<file path="src/rtl/vga_timing_param.sv">
// Parameterised VGA raster timing generator; optional colour-bar source under VGA_TEST_PATTERN_EN.
// Latency: sync and colour lag pix_x/pix_y by PIPE_DLY+1 pixel ticks; pix_req and frame_start are undelayed.
// Backpressure: none, free-running; the pixel source must return rgb_in exactly PIPE_DLY ticks after pix_req.
module vga_timing_param #(
    parameter int H_ACTIVE = 640,
    parameter int H_FP     = 16,
    parameter int H_SYNC   = 96,
    parameter int H_BP     = 48,
    parameter int V_ACTIVE = 480,
    parameter int V_FP     = 10,
    parameter int V_SYNC   = 2,
    parameter int V_BP     = 33,
    parameter int CLK_DIV  = 4,
    parameter int PIPE_DLY = 2,
    parameter int COLOR_W  = 4,
    parameter bit SYNC_POL = 1'b0,
    localparam int H_TOTAL = H_ACTIVE + H_FP + H_SYNC + H_BP,
    localparam int V_TOTAL = V_ACTIVE + V_FP + V_SYNC + V_BP,
    localparam int XW      = $clog2(H_TOTAL),
    localparam int YW      = $clog2(V_TOTAL)
) (
    input  logic                 clk,
    input  logic                 rst,
    input  logic [3*COLOR_W-1:0] rgb_in,
    input  logic                 pattern_sel,
    output logic [XW-1:0]        pix_x,
    output logic [YW-1:0]        pix_y,
    output logic                 pix_req,
    output logic                 frame_start,
    output logic                 vga_hs,
    output logic                 vga_vs,
    output logic [COLOR_W-1:0]   vga_red,
    output logic [COLOR_W-1:0]   vga_green,
    output logic [COLOR_W-1:0]   vga_blue
);

    localparam int DW = (CLK_DIV > 1) ? $clog2(CLK_DIV) : 1;
    localparam logic [DW-1:0] DIV_LAST = DW'(CLK_DIV - 1);

    localparam logic [XW-1:0] H_LAST    = XW'(H_TOTAL - 1);
    localparam logic [XW-1:0] H_ACT_END = XW'(H_ACTIVE);
    localparam logic [XW-1:0] H_SYN_BEG = XW'(H_ACTIVE + H_FP);
    localparam logic [XW-1:0] H_SYN_END = XW'(H_ACTIVE + H_FP + H_SYNC);
    localparam logic [YW-1:0] V_LAST    = YW'(V_TOTAL - 1);
    localparam logic [YW-1:0] V_ACT_END = YW'(V_ACTIVE);
    localparam logic [YW-1:0] V_SYN_BEG = YW'(V_ACTIVE + V_FP);
    localparam logic [YW-1:0] V_SYN_END = YW'(V_ACTIVE + V_FP + V_SYNC);

`ifdef VGA_TEST_PATTERN_EN
    localparam int PW = XW + 3;
`else
    localparam int PW = 3;
`endif

    logic [DW-1:0]        div;
    logic                 tick;
    logic                 x_last;
    logic                 y_last;
    logic [PW-1:0]        raw_vec;
    logic [PW-1:0]        dly_vec;
    logic [3*COLOR_W-1:0] rgb_sel;
    logic                 hs_q;
    logic                 vs_q;
    logic [3*COLOR_W-1:0] rgb_q;

    assign tick   = (div == DIV_LAST);
    assign x_last = (pix_x == H_LAST);
    assign y_last = (pix_y == V_LAST);

    always_ff @(posedge clk or posedge rst) begin
        if (rst) begin
            div   <= '0;
            pix_x <= '0;
            pix_y <= '0;
        end else begin
            div <= tick ? '0 : div + DW'(1);
            if (tick) begin
                pix_x <= x_last ? '0 : pix_x + XW'(1);
                if (x_last)
                    pix_y <= y_last ? '0 : pix_y + YW'(1);
            end
        end
    end

    assign pix_req     = (pix_x < H_ACT_END) && (pix_y < V_ACT_END);
    assign frame_start = tick && x_last && y_last;

    // Bit order of the delay line: {[pix_x,] active, vsync, hsync}
`ifdef VGA_TEST_PATTERN_EN
    assign raw_vec = {pix_x, pix_req,
                      (pix_y >= V_SYN_BEG) && (pix_y < V_SYN_END),
                      (pix_x >= H_SYN_BEG) && (pix_x < H_SYN_END)};
`else
    assign raw_vec = {pix_req,
                      (pix_y >= V_SYN_BEG) && (pix_y < V_SYN_END),
                      (pix_x >= H_SYN_BEG) && (pix_x < H_SYN_END)};
`endif

    generate
        if (PIPE_DLY == 0) begin : g_no_dly
            assign dly_vec = raw_vec;
        end else begin : g_dly
            logic [PW-1:0] sr [PIPE_DLY];
            always_ff @(posedge clk or posedge rst) begin
                if (rst) begin
                    for (int i = 0; i < PIPE_DLY; i++)
                        sr[i] <= '0;
                end else if (tick) begin
                    sr[0] <= raw_vec;
                    for (int i = 1; i < PIPE_DLY; i++)
                        sr[i] <= sr[i-1];
                end
            end
            assign dly_vec = sr[PIPE_DLY-1];
        end
    endgenerate

`ifdef VGA_TEST_PATTERN_EN
    // Bars left to right: white, yellow, cyan, green, magenta, red, blue, black.
    localparam int BAR_W = (H_ACTIVE / 8 > 0) ? H_ACTIVE / 8 : 1;
    logic [2:0]           bar;
    logic [3*COLOR_W-1:0] pat_rgb;
    assign bar     = 3'(dly_vec[PW-1:3] / XW'(BAR_W));
    assign pat_rgb = {{COLOR_W{~bar[1]}}, {COLOR_W{~bar[2]}}, {COLOR_W{~bar[0]}}};
    assign rgb_sel = pattern_sel ? pat_rgb : rgb_in;
`else
    logic unused_pattern_sel;
    assign unused_pattern_sel = pattern_sel;
    assign rgb_sel            = rgb_in;
`endif

    always_ff @(posedge clk or posedge rst) begin
        if (rst) begin
            hs_q  <= 1'b0;
            vs_q  <= 1'b0;
            rgb_q <= '0;
        end else if (tick) begin
            hs_q  <= dly_vec[0];
            vs_q  <= dly_vec[1];
            rgb_q <= dly_vec[2] ? rgb_sel : '0;
        end
    end

    assign vga_hs    = hs_q ? SYNC_POL : ~SYNC_POL;
    assign vga_vs    = vs_q ? SYNC_POL : ~SYNC_POL;
    assign vga_red   = rgb_q[3*COLOR_W-1:2*COLOR_W];
    assign vga_green = rgb_q[2*COLOR_W-1:COLOR_W];
    assign vga_blue  = rgb_q[COLOR_W-1:0];

endmodule

</file>
<file path="config.mk">
export PLATFORM = sky130hd
export DESIGN_NAME = vga_timing_param
export DESIGN_NICKNAME = d
export VERILOG_FILES = /design/src/rtl/vga_timing_param.sv
export SDC_FILE = /design/constraint.sdc
export NUM_CORES = 1
export LEC_CHECK = 0
export ABC_CLOCK_PERIOD_IN_PS = 5350
export BUFFER_PORTS_ARGS = -buffer_cell sky130_fd_sc_hd__buf_2
export CORE_MARGIN = 3
export CORE_UTILIZATION = 56
export CTS_BUF_LIST = sky130_fd_sc_hd__clkbuf_16
export CTS_CLUSTER_DIAMETER = 30
export DETAILED_ROUTE_END_ITERATION = 8
export HOLD_SLACK_MARGIN = 0.06
export PLACE_DENSITY_LB_ADDON = 0.25
export SLEW_MARGIN = 20
export SYNTH_ARGS = -nofsm -noshare
export SYNTH_HDL_FRONTEND = slang
export SYNTH_SLANG_ARGS = --single-unit
</file>
<file path="constraint.sdc">
create_clock -name clk -period 5.35 [get_ports clk]
set_input_delay 0.8025 -clock clk [delete_from_list [all_inputs] [get_ports clk]]
set_output_delay 0.8025 -clock clk [all_outputs]
set_load 0.05 [all_outputs]
</file>
==> flow_summary.toml <==
[run_status]
status = "complete, no violations"

[placement]
portBuffers = 49
place.gp.congestion = 0.7950
dpl_cell_area_sq_um = 2208
hpwl_um = 2674
place_inst = 280

[timing]
min_period_ps = 3148
fmax_ghz = 0.3177
finalHoldViolCount = 0
fin_setup_tns_ps = 0
rsz0062_at_grt = "no"
tightest_slew_ps = 701.3
maxSlewHeadroom = 0.5289
setup_viol_count_final = 0
fin_skew_ps = 2.884
slew_viol_final = 0
min_period_over_period = 0.5884

[synthesis]
netlist.area_leader.share = 0.5462
ys.flop_type = "dfrtp_1"
ys_seq_elements = 42
syn_area_sq_um = 1924
yosysMostFrequentCell = "dfrtp_1"
netlist_instances = 191
yosysSeqAreaShare = 0.5462
async_flop_share = 1.000
syn_avg_cell_area_sq_um = 10.08
ys_top_cells_by_area = "dfrtp_1 (55%), o21ai_0 (4.9%), nand2_1 (4.5%), inv_1 (4.1%), xnor2_1 (3.6%)"
synthTopCellsByCount = "dfrtp_1 (42), nand2_1 (23), inv_1 (21)"
synth_top_area_cell = "dfrtp_1"
synth_fp_nets = 211
synth_edf_count = 0
synth.distinct_cells = 34
synth-warning-count = 0

[route]
dr.pass1.iters = 4
vias = 1564
wire_per_inst_um = 13.58
antenna_left = 0
wl_um = 3912
drc = 0
via_per_inst = 5.431
drt_iter0_markers = 120

[clocking]
cts_hold_buf = 0
path_clk_slew_ps = 60
cts_tree = "done"
h-tree-depth = 2
clockBufferDepth = 2
cts_resized = 0
cts-buffers-inserted = 5
root_buffer = "clkbuf_16"
cts.sinks = 42
cts_setup_buffers = 0
clk_latency_ps = 280

[setup_path]
max_stage_delay_ps = 620
rrSetupSlack_ps = 3120
worst_ep_required_time_ps = 4550
path_buf_inv = 1
end_kind = "output pin"
setup.worst_path.class = "reg2out"
critical-path-top-delay-family = "simple AND/OR/NAND/NOR gates"
slowest_stage = "or4b_4"
crit_chain = "or4b_4 -> or3_1 -> nor2_1 -> buf_2"
critical_path.max_fanout = 9
cp-start-kind = "flop"
worstPathArrival_ps = 2350

[pwr]
p_leak_nw = 1.124
vdd_ir_drop_max_v = 0.0002460
p_per_area_nw_per_um2 = 297.2

[floorplan]
die_area_sq_um = 4176
core_area_sq_um = 3153
initial_utilization = 0.6103
num_io_pins = 51
die_w_um = 64.62
die_height_um = 64.62
num_rows = 20

[grt]
grt_util_all_layers = 0.2172
grt_first_pass_wirelength_um = 6893
grt_overflow = 0
grt_pass1_vias = 1466
grt_max_degree = 43
grt_antenna_before_repair = 0

[final_layout]
n_antenna_cell = 0
final_cells = 288
fin_nets = 263
utilization = 0.7540
stdcell_area_sq_um = 2377
syn_to_final_growth_pct = 23.54
layout-drive-gt1-share = 0.2828

[run]
max_cap_viol_count = 0

[hold_path]
hold_class = "reg2reg"
## where the power goes
group | total [W] | internal [W] | switching, W
clock | 0.000346 | 0.000221 | 0.000125
sequential | 0.000324 | 0.000322 | 0.00000213
combinational | 0.0000363 | 0.00000854 | 0.0000278
## path summary, 6_finish.rpt
kind	from	endpoint	cells after the start
max	pix_x[6]$_DFFE_PP0P_	frame_start	4
min	div[0]$_DFF_PP0_	div[0]$_DFF_PP0_	1
max reg2reg	pix_x[6]$_DFFE_PP0P_	pix_y[9]$_DFFE_PP0P_	4
min reg2reg	div[0]$_DFF_PP0_	div[0]$_DFF_PP0_	1
max in group asynchronous	rst	pix_y[8]$_DFFE_PP0P_	3
min in group asynchronous	rst	pix_y[5]$_DFFE_PP0P_	3
## stage by stage
stage | worst slack [ps] | hold slack, ps | total power, W
after floorplan | 2125 | 403.1 | 0.0003546
after global placement | 2572 | 419.4 | 0.0003665
after detailed placement | 2571 | 442.7 | 0.0003673
after CTS | 2247 | 451.5 | 0.0007097
after global routing | 2136 | 484.1 | 0.0007309
final | 2202 | 442.7 | 0.0007064
## cell usage in the layout, fill, tap and decap left out, drive strengths merged, types with 3 or more instances in the layout
cell type and count:
nand3 9, xor2 3, dfrtp 42, mux2 5, inv 22, nand4 7
nor4 3, xnor2 8, clkbuf 5, nor2 10, mux2i 3, or3 3
ha 5, buf 51, nand2 23, o21ai 19, nor3 5
## cell families (layout without fill, tap and decap cells)
group / Yosys count / in the layout / share of synthesized area
simple gates: 72 / 72 / 0.1951
mux: 8 / 8 / 0.04486
compound gates: 26 / 26 / 0.07413
flops: 42 / 42 / 0.5462
xor+xnor: 11 / 11 / 0.05007
fa+ha+maj: 5 / 5 / 0.03251
buf+inv: 27 / 80 / 0.05721
## layout make-up
| type | instances | area [sq um] |
|---|---|---|
| flip-flops and latches | 42 | 1051 |
| well taps | 44 | 55.05 |
| multi-input cells | 122 | 763.2 |
| fillers | 244 | 775.7 |
| clock inverters | 3 | 43.79 |
| inverters | 21 | 78.83 |
| repair buffers | 51 | 260.3 |
| clock buffers | 5 | 125.1 |
## flip-flops by register name, indices dropped and copies added, names as in the netlist
register	flops
vs_q	1
rgb_q	12
pix_y	10
g_dly.sr	3
dly_vec	3
hs_q	1
pix_x	10
div	2
## routing by layer
| layer | up-vias | part of all wire | global-route usage |
|---|---|---|---|
| li1 | 748 | - | - |
| met1 | 749 | 0.42 | 0.2945 |
| met2 | 57 | 0.49 | 0.3222 |
| met3 | 10 | 0.066 | 0.05719 |
| met4 | 0 | 0.024 | 0.1082 |
| met5 | - | 0 | 0 |
(Power assumes the default switching activity.)
